$ cat src/rtl/tx_ffe_drv.sv
// Transmit stage: bit source (zero / PRBS7 / PRBS31 / 16-bit pattern), 3-tap FFE and amplitude scaling.
// Define TX_DRV_ERR_INJ_EN to add the inj_i single-bit error injection port.
module tx_ffe_drv #(
    parameter int WIDTH     = 16,
    parameter int COEF_W    = 8,
    parameter int COEF_FRAC = 6
) (
    input  logic                     clk,
    input  logic                     rst,
    input  logic                     cke,
    input  logic                     en,
    input  logic [1:0]               mode,
    input  logic [15:0]              pat_i,
    input  logic [WIDTH-2:0]         amp_i,
    input  logic signed [COEF_W-1:0] tap_pre,
    input  logic signed [COEF_W-1:0] tap_main,
    input  logic signed [COEF_W-1:0] tap_post,
    input  logic                     clr_sat_i,
`ifdef TX_DRV_ERR_INJ_EN
    input  logic                     inj_i,
`endif
    output logic signed [WIDTH-1:0]  out,
    output logic                     out_valid,
    output logic                     bit_o,
    output logic                     sat_o
);

    localparam int SUM_W  = COEF_W + 2;
    localparam int PROD_W = SUM_W + WIDTH;
    localparam logic [6:0]  SEED7  = 7'h7F;
    localparam logic [30:0] SEED31 = 31'h7FFF_FFFF;

    typedef enum logic [1:0] {
        MODE_ZERO   = 2'd0,
        MODE_PRBS7  = 2'd1,
        MODE_PRBS31 = 2'd2,
        MODE_PAT    = 2'd3
    } mode_e;

    // Bit source and cursor shift register
    logic [2:0]  b_q, b_d;
    logic [6:0]  l7_q, l7_d;
    logic [30:0] l31_q, l31_d;
    logic [3:0]  ptr_q, ptr_d;
    mode_e       mode_q, mode_d;
    logic        adv_q, adv_d;
`ifdef TX_DRV_ERR_INJ_EN
    logic        inj_q, inj_d;
    logic        inj_armed;
`endif

    // Stage 1: tap sum
    logic                    v1_q, v1_d;
    logic signed [SUM_W-1:0] sum_q, sum_d;
    logic                    bs1_q, bs1_d;

    // Stage 2: scaled, saturated output
    logic signed [WIDTH-1:0] out_q, out_d;
    logic                    bit_q, bit_d;
    logic                    valid_q, valid_d;
    logic                    sat_q, sat_d;

    // Combinational temporaries
    logic                     adv;
    logic [6:0]               l7_eff;
    logic [30:0]              l31_eff;
    logic                     fb7, fb31;
    logic [3:0]               ptr_eff;
    logic                     g_raw, g;
    logic signed [SUM_W-1:0]  pre_x, main_x, post_x;
    logic signed [PROD_W-1:0] sum_ext, amp_ext, prod, sh;
    logic                     ovf;

    always_comb begin
        adv     = cke & en;
        l7_eff  = (l7_q == '0) ? SEED7 : l7_q;
        l31_eff = (l31_q == '0) ? SEED31 : l31_q;
        fb7     = l7_eff[6] ^ l7_eff[5];
        fb31    = l31_eff[30] ^ l31_eff[27];
        // Entering pattern mode restarts the pattern at bit 0, even on an advance edge.
        ptr_eff = ((mode == MODE_PAT) && (mode_q != MODE_PAT)) ? 4'd0 : ptr_q;

        case (mode)
            MODE_PRBS7:  g_raw = fb7;
            MODE_PRBS31: g_raw = fb31;
            MODE_PAT:    g_raw = pat_i[ptr_eff];
            default:     g_raw = 1'b0;
        endcase

`ifdef TX_DRV_ERR_INJ_EN
        inj_armed = inj_q | inj_i;
        g         = g_raw ^ (adv & inj_armed);
        inj_d     = adv ? 1'b0 : inj_armed;
`else
        g         = g_raw;
`endif

        b_d    = adv ? {g, b_q[2:1]} : b_q;
        l7_d   = (adv && (mode == MODE_PRBS7)) ? {l7_eff[5:0], fb7} : l7_q;
        l31_d  = (adv && (mode == MODE_PRBS31)) ? {l31_eff[29:0], fb31} : l31_q;
        ptr_d  = (adv && (mode == MODE_PAT)) ? (ptr_eff + 4'd1) : ptr_eff;
        mode_d = mode_e'(mode);
        adv_d  = adv;

        // Stage 1 sees the shift register as it stands right after the advance.
        pre_x  = {{2{tap_pre[COEF_W-1]}}, tap_pre};
        main_x = {{2{tap_main[COEF_W-1]}}, tap_main};
        post_x = {{2{tap_post[COEF_W-1]}}, tap_post};
        v1_d   = adv_q;
        bs1_d  = adv_q ? b_q[1] : bs1_q;
        sum_d  = adv_q ? ((b_q[2] ? pre_x : -pre_x)
                        + (b_q[1] ? main_x : -main_x)
                        + (b_q[0] ? post_x : -post_x))
                       : sum_q;

        sum_ext = {{WIDTH{sum_q[SUM_W-1]}}, sum_q};
        amp_ext = {{(PROD_W-WIDTH+1){1'b0}}, amp_i};
        prod    = sum_ext * amp_ext;
        sh      = prod >>> COEF_FRAC;
        // In range only when every bit above the output sign bit copies it.
        ovf     = ~((&sh[PROD_W-1:WIDTH-1]) | ~(|sh[PROD_W-1:WIDTH-1]));

        out_d   = out_q;
        bit_d   = bit_q;
        valid_d = v1_q;
        sat_d   = sat_q & ~clr_sat_i;
        if (v1_q) begin
            bit_d = bs1_q;
            if (ovf) begin
                out_d = sh[PROD_W-1] ? {1'b1, {(WIDTH-1){1'b0}}} : {1'b0, {(WIDTH-1){1'b1}}};
                sat_d = 1'b1;
            end else begin
                out_d = sh[WIDTH-1:0];
            end
        end
    end

    always_ff @(posedge clk) begin
        if (rst) begin
            b_q     <= '0;
            l7_q    <= SEED7;
            l31_q   <= SEED31;
            ptr_q   <= '0;
            mode_q  <= MODE_ZERO;
            adv_q   <= 1'b0;
`ifdef TX_DRV_ERR_INJ_EN
            inj_q   <= 1'b0;
`endif
            v1_q    <= 1'b0;
            sum_q   <= '0;
            bs1_q   <= 1'b0;
            out_q   <= '0;
            bit_q   <= 1'b0;
            valid_q <= 1'b0;
            sat_q   <= 1'b0;
        end else begin
            b_q     <= b_d;
            l7_q    <= l7_d;
            l31_q   <= l31_d;
            ptr_q   <= ptr_d;
            mode_q  <= mode_d;
            adv_q   <= adv_d;
`ifdef TX_DRV_ERR_INJ_EN
            inj_q   <= inj_d;
`endif
            v1_q    <= v1_d;
            sum_q   <= sum_d;
            bs1_q   <= bs1_d;
            out_q   <= out_d;
            bit_q   <= bit_d;
            valid_q <= valid_d;
            sat_q   <= sat_d;
        end
    end

    assign out       = out_q;
    assign out_valid = valid_q;
    assign bit_o     = bit_q;
    assign sat_o     = sat_q;

endmodule

$ cat config.mk
export PLATFORM = sky130hd
export DESIGN_NAME = tx_ffe_drv
export DESIGN_NICKNAME = d
export VERILOG_FILES = /design/src/rtl/tx_ffe_drv.sv
export SDC_FILE = /design/constraint.sdc
export NUM_CORES = 1
export LEC_CHECK = 0
export CORE_MARGIN = 4
export CORE_UTILIZATION = 40
export DETAILED_ROUTE_END_ITERATION = 16
export HOLD_SLACK_MARGIN = 0.12
export PLACE_DENSITY = 0.59
export SYNTH_ARGS = -nofsm -noshare
export SYNTH_HDL_FRONTEND = slang
export SYNTH_SLANG_ARGS = --single-unit
$ cat constraint.sdc
create_clock -name clk -period 12.6 [get_ports clk]
set_clock_uncertainty 0.15 [all_clocks]
set_input_delay 1.89 -clock clk [delete_from_list [all_inputs] [get_ports clk]]
set_output_delay 1.89 -clock clk [all_outputs]
set_load 0.01 [all_outputs]
==> flow_metrics.env <==
export IMPL_status="complete, no violations"
export IMPL_async_flop_share_pct=0
export IMPL_fill_cells=2278
export IMPL_met1_usage_pct=25.15
export IMPL_critPathLaunch="amp_i[5]"
export IMPL_hold_viol=0
export IMPL_synthTopCellsByArea="fa_1 (24%), dfxtp_1 (17%), ha_1 (11%), inv_1 (6.8%), nand2_1 (4.8%)"
export IMPL_ioPinCount=81
export IMPL_cts_sinks=79
export IMPL_yosysMostFrequentCell="inv_1"
export IMPL_insertion_delay_ns=0.34
export IMPL_swShare_pct=40.25
export IMPL_grt_busiest_layer="met2"
export IMPL_core_area_um2=22780
export IMPL_drt_pass1_iter_count=5
export IMPL_cts_resized_gates=0
export IMPL_rrSetupSlack_ns=5.96
export IMPL_vias=7185
export IMPL_worstReg2RegStart="sum_q[9]"
export IMPL_wl_mm=21.18
export IMPL_post_cts_setup_buffer_count=0
export IMPL_grt_remaining_overflow=0
export IMPL_worst_pin_slew_ns=1.124
export IMPL_ys_flop_type="dfxtp_1"
export IMPL_max_freq_mhz=124.5
export IMPL_grt_util_met3_pct=2.027
export IMPL_drv_cap=0
export IMPL_gp_routability_congestion=0.8354
export IMPL_drive_gt1_share_pct=3.043
export IMPL_track_usage_pct=17.08
export IMPL_dieHeight_um=160.8
export IMPL_cts_inserted_buffers=9
export IMPL_drt_antenna_violating_nets=0
export IMPL_yosysWarnings=0
export IMPL_path_class="input port to register"
export IMPL_pwr_share_comb_pct=47.4
export IMPL_routed_via_density=4.911
export IMPL_ctsHoldBuffers=0
export IMPL_period_needed_ns=8.029
export IMPL_clockBufferDepth=2
export IMPL_setup_slack_ns=4.571
export IMPL_avgSynthCellArea_um2=8.460
export IMPL_pwr_share_clk_pct=24.7
export IMPL_synth_cells=1104
export IMPL_p_int_mw=0.5995
export IMPL_final_nets=1404
export IMPL_startpoint_type="input port"
export IMPL_num_antenna_cells=0
export IMPL_cts_root_buf="clkbuf_16"
export IMPL_cts_tree="yes"
export IMPL_layout_area_overhead_vs_synth_pct=13.80
export IMPL_grt_pass1_wl_mm=36.96
export IMPL_start_util_pct=41.01
export IMPL_required_ns=12.69
export IMPL_power_switching_mw=0.4038
export IMPL_synth_commonest_cells="inv_1 (168), nand2_1 (119), fa_1 (112), ha_1 (85), dfxtp_1 (79)"
export IMPL_grt_pass1_vias=7427
export IMPL_ir_worst_vdd_uv=66.30
export IMPL_antenna_found_initial=0
export IMPL_syn_area_um2=9340
export IMPL_final_max_slew_viol_count=0
export IMPL_p_seq_share_pct=28.0
export IMPL_fin_setup_tns_ns=0
export IMPL_power_density_nw_per_um2=94.40
export IMPL_yosysSeqAreaShare_pct=16.93
export IMPL_clk_pin_slew_ns=0.06
export IMPL_holdCritPathClass="register to register"
export IMPL_relSlewSlack_pct=25.02
export IMPL_synth_edf_count=0
export IMPL_synth_fp_nets=1363
export IMPL_rsz0062_at_grt="no"
export IMPL_grtUsageMet2_pct=27.19
export IMPL_yosysTopAreaCell="fa_1"
export IMPL_min_from="bs1_q"
export IMPL_h_tree_depth=3
export IMPL_cp_end_kind="register"
export IMPL_setup_viol=0
export IMPL_post_route_period_util_pct=63.72
export IMPL_rows=55
export IMPL_port_buffers=80
export IMPL_die_w_um=160.8
export IMPL_die_area_um2=25860
export IMPL_yosys_register_bits=79
export IMPL_hpwl_mm=17.55
export IMPL_ff_latch_area_um2=1582
export IMPL_p_leak_nw=4.716
export IMPL_synth_top_area_share_pct=24.01
export IMPL_drtIter0Drc=280
export IMPL_place_ws_ns=4.256
export IMPL_whs_ns=0.3547
export IMPL_arrival_ns=8.12
export IMPL_grt_max_degree=70
export IMPL_wl_per_cell_um=14.48
export IMPL_drc=0
export IMPL_synth_cell_types=52
export IMPL_final_core_util_pct=46.66
export IMPL_multiInputGateArea_um2=6935
export IMPL_crit_fanout=11
-- cells by family (layout without fill, tap and decap cells) --
group           count (synthesis)  count (layout)  synth area share (%)
simple gates                  363             363                 19.24
buf+inv                       219             265                 8.881
fa+ha+maj                     197             197                 35.39
compound gates                171             171                 11.86
flops                          79              79                 16.93
xor+xnor                       47              47                 4.407
mux                            28              28                 3.295
-- registers in the layout, summed over array words and instances (netlist names), 2 cells and up --
| name | flops |
|---|---|
| ptr_q | 4 |
| out | 16 |
| mode_q | 2 |
| l7_q | 7 |
| b_q | 3 |
| sum_q | 10 |
| l31_q | 31 |
-- final cells by class --
class,count,area share (%)
multi-input combinational,806,65.25
sequential,79,14.88
clock buffer,9,2.119
inverter,168,5.933
tap,313,3.685
timing repair buffer,81,7.557
clock inverter,7,0.5768
-- path summary, 6_finish.rpt --
path / end / depth (start not counted)
min reg2reg: bs1_q / 2
min: bs1_q / 2
max reg2reg: out[5] / 19
max: out[5] / 22
-- power groups by stage --
stage,Combinational (mW),Clock [mW],Sequential (mW)
after floorplan,0.363,0,0.269
after global placement,0.475,0,0.286
after detailed placement,0.477,0,0.286
after CTS,0.485,0.254,0.281
after global routing,0.557,0.266,0.282
final,0.475,0.247,0.281
-- metrics by stage --
step                instance area, um^2  power [mW]  cells
global placement                  10340      0.7612   1447
global route                      10630       1.106   1463
CTS                               10630       1.019   1463
finish                            10630       1.003   1463
floorplan                          9340      0.6320   1104
detailed placement                10340      0.7628   1447
-- layout by cell type (no fill, tap or decap), types with 3 or more instances in the layout --
master / Yosys / final
o21ai_0: 19 / 18
a221oi_1: 4 / 4
ha_1: 85 / 85
clkdlybuf4s50_1: 0 / 79
and3_1: 6 / 6
o21a_1: 3 / 3
a211o_1: 3 / 3
nand2b_1: 47 / 47
o21ai_1: 3 / 3
mux2i_1: 24 / 24
nor3_1: 18 / 18
a21oi_2: 3 / 3
dfxtp_1: 79 / 79
fa_1: 112 / 112
nand3_1: 11 / 11
nor2_1: 63 / 62
o21bai_1: 4 / 4
xor2_1: 9 / 9
nor4_1: 8 / 8
inv_1: 168 / 168
xnor2_1: 38 / 38
o22ai_1: 37 / 37
and2_1: 61 / 61
a22o_1: 3 / 3
a21o_1: 3 / 3
a31oi_1: 6 / 6
clkbuf_16: 0 / 9
nor2b_1: 18 / 18
inv_6: 0 / 4
a21oi_1: 51 / 51
nand4_1: 6 / 6
a211oi_1: 14 / 14
a21boi_0: 4 / 4
nand2_1: 119 / 119
-- critical path, cell delays in order --
cell and delay (ns):
clkdlybuf4s50_1 0.67, nand2_1 0.14, fa_1 0.57, inv_1 0.07, fa_1 0.50, inv_1 0.05, fa_1 0.48, inv_1 0.06
fa_1 0.53, inv_1 0.06, fa_1 0.54, inv_1 0.04, ha_1 0.37, nand4_1 0.17, inv_1 0.07, a211o_1 0.36
a31oi_2 0.38, mux2i_1 0.30, nand3_1 0.15, o211ai_1 0.20, nand2b_1 0.26, a211oi_1 0.26
-- layer usage --
layer  routed length (um)  vias to the layer above
met5                    0                        -
met4                  281                        0
met1                10650                     3382
li1                     -                     3655
met3                  772                       25
met2                 9475                      123
No activity file was read; power rests on OpenSTA's default activity.
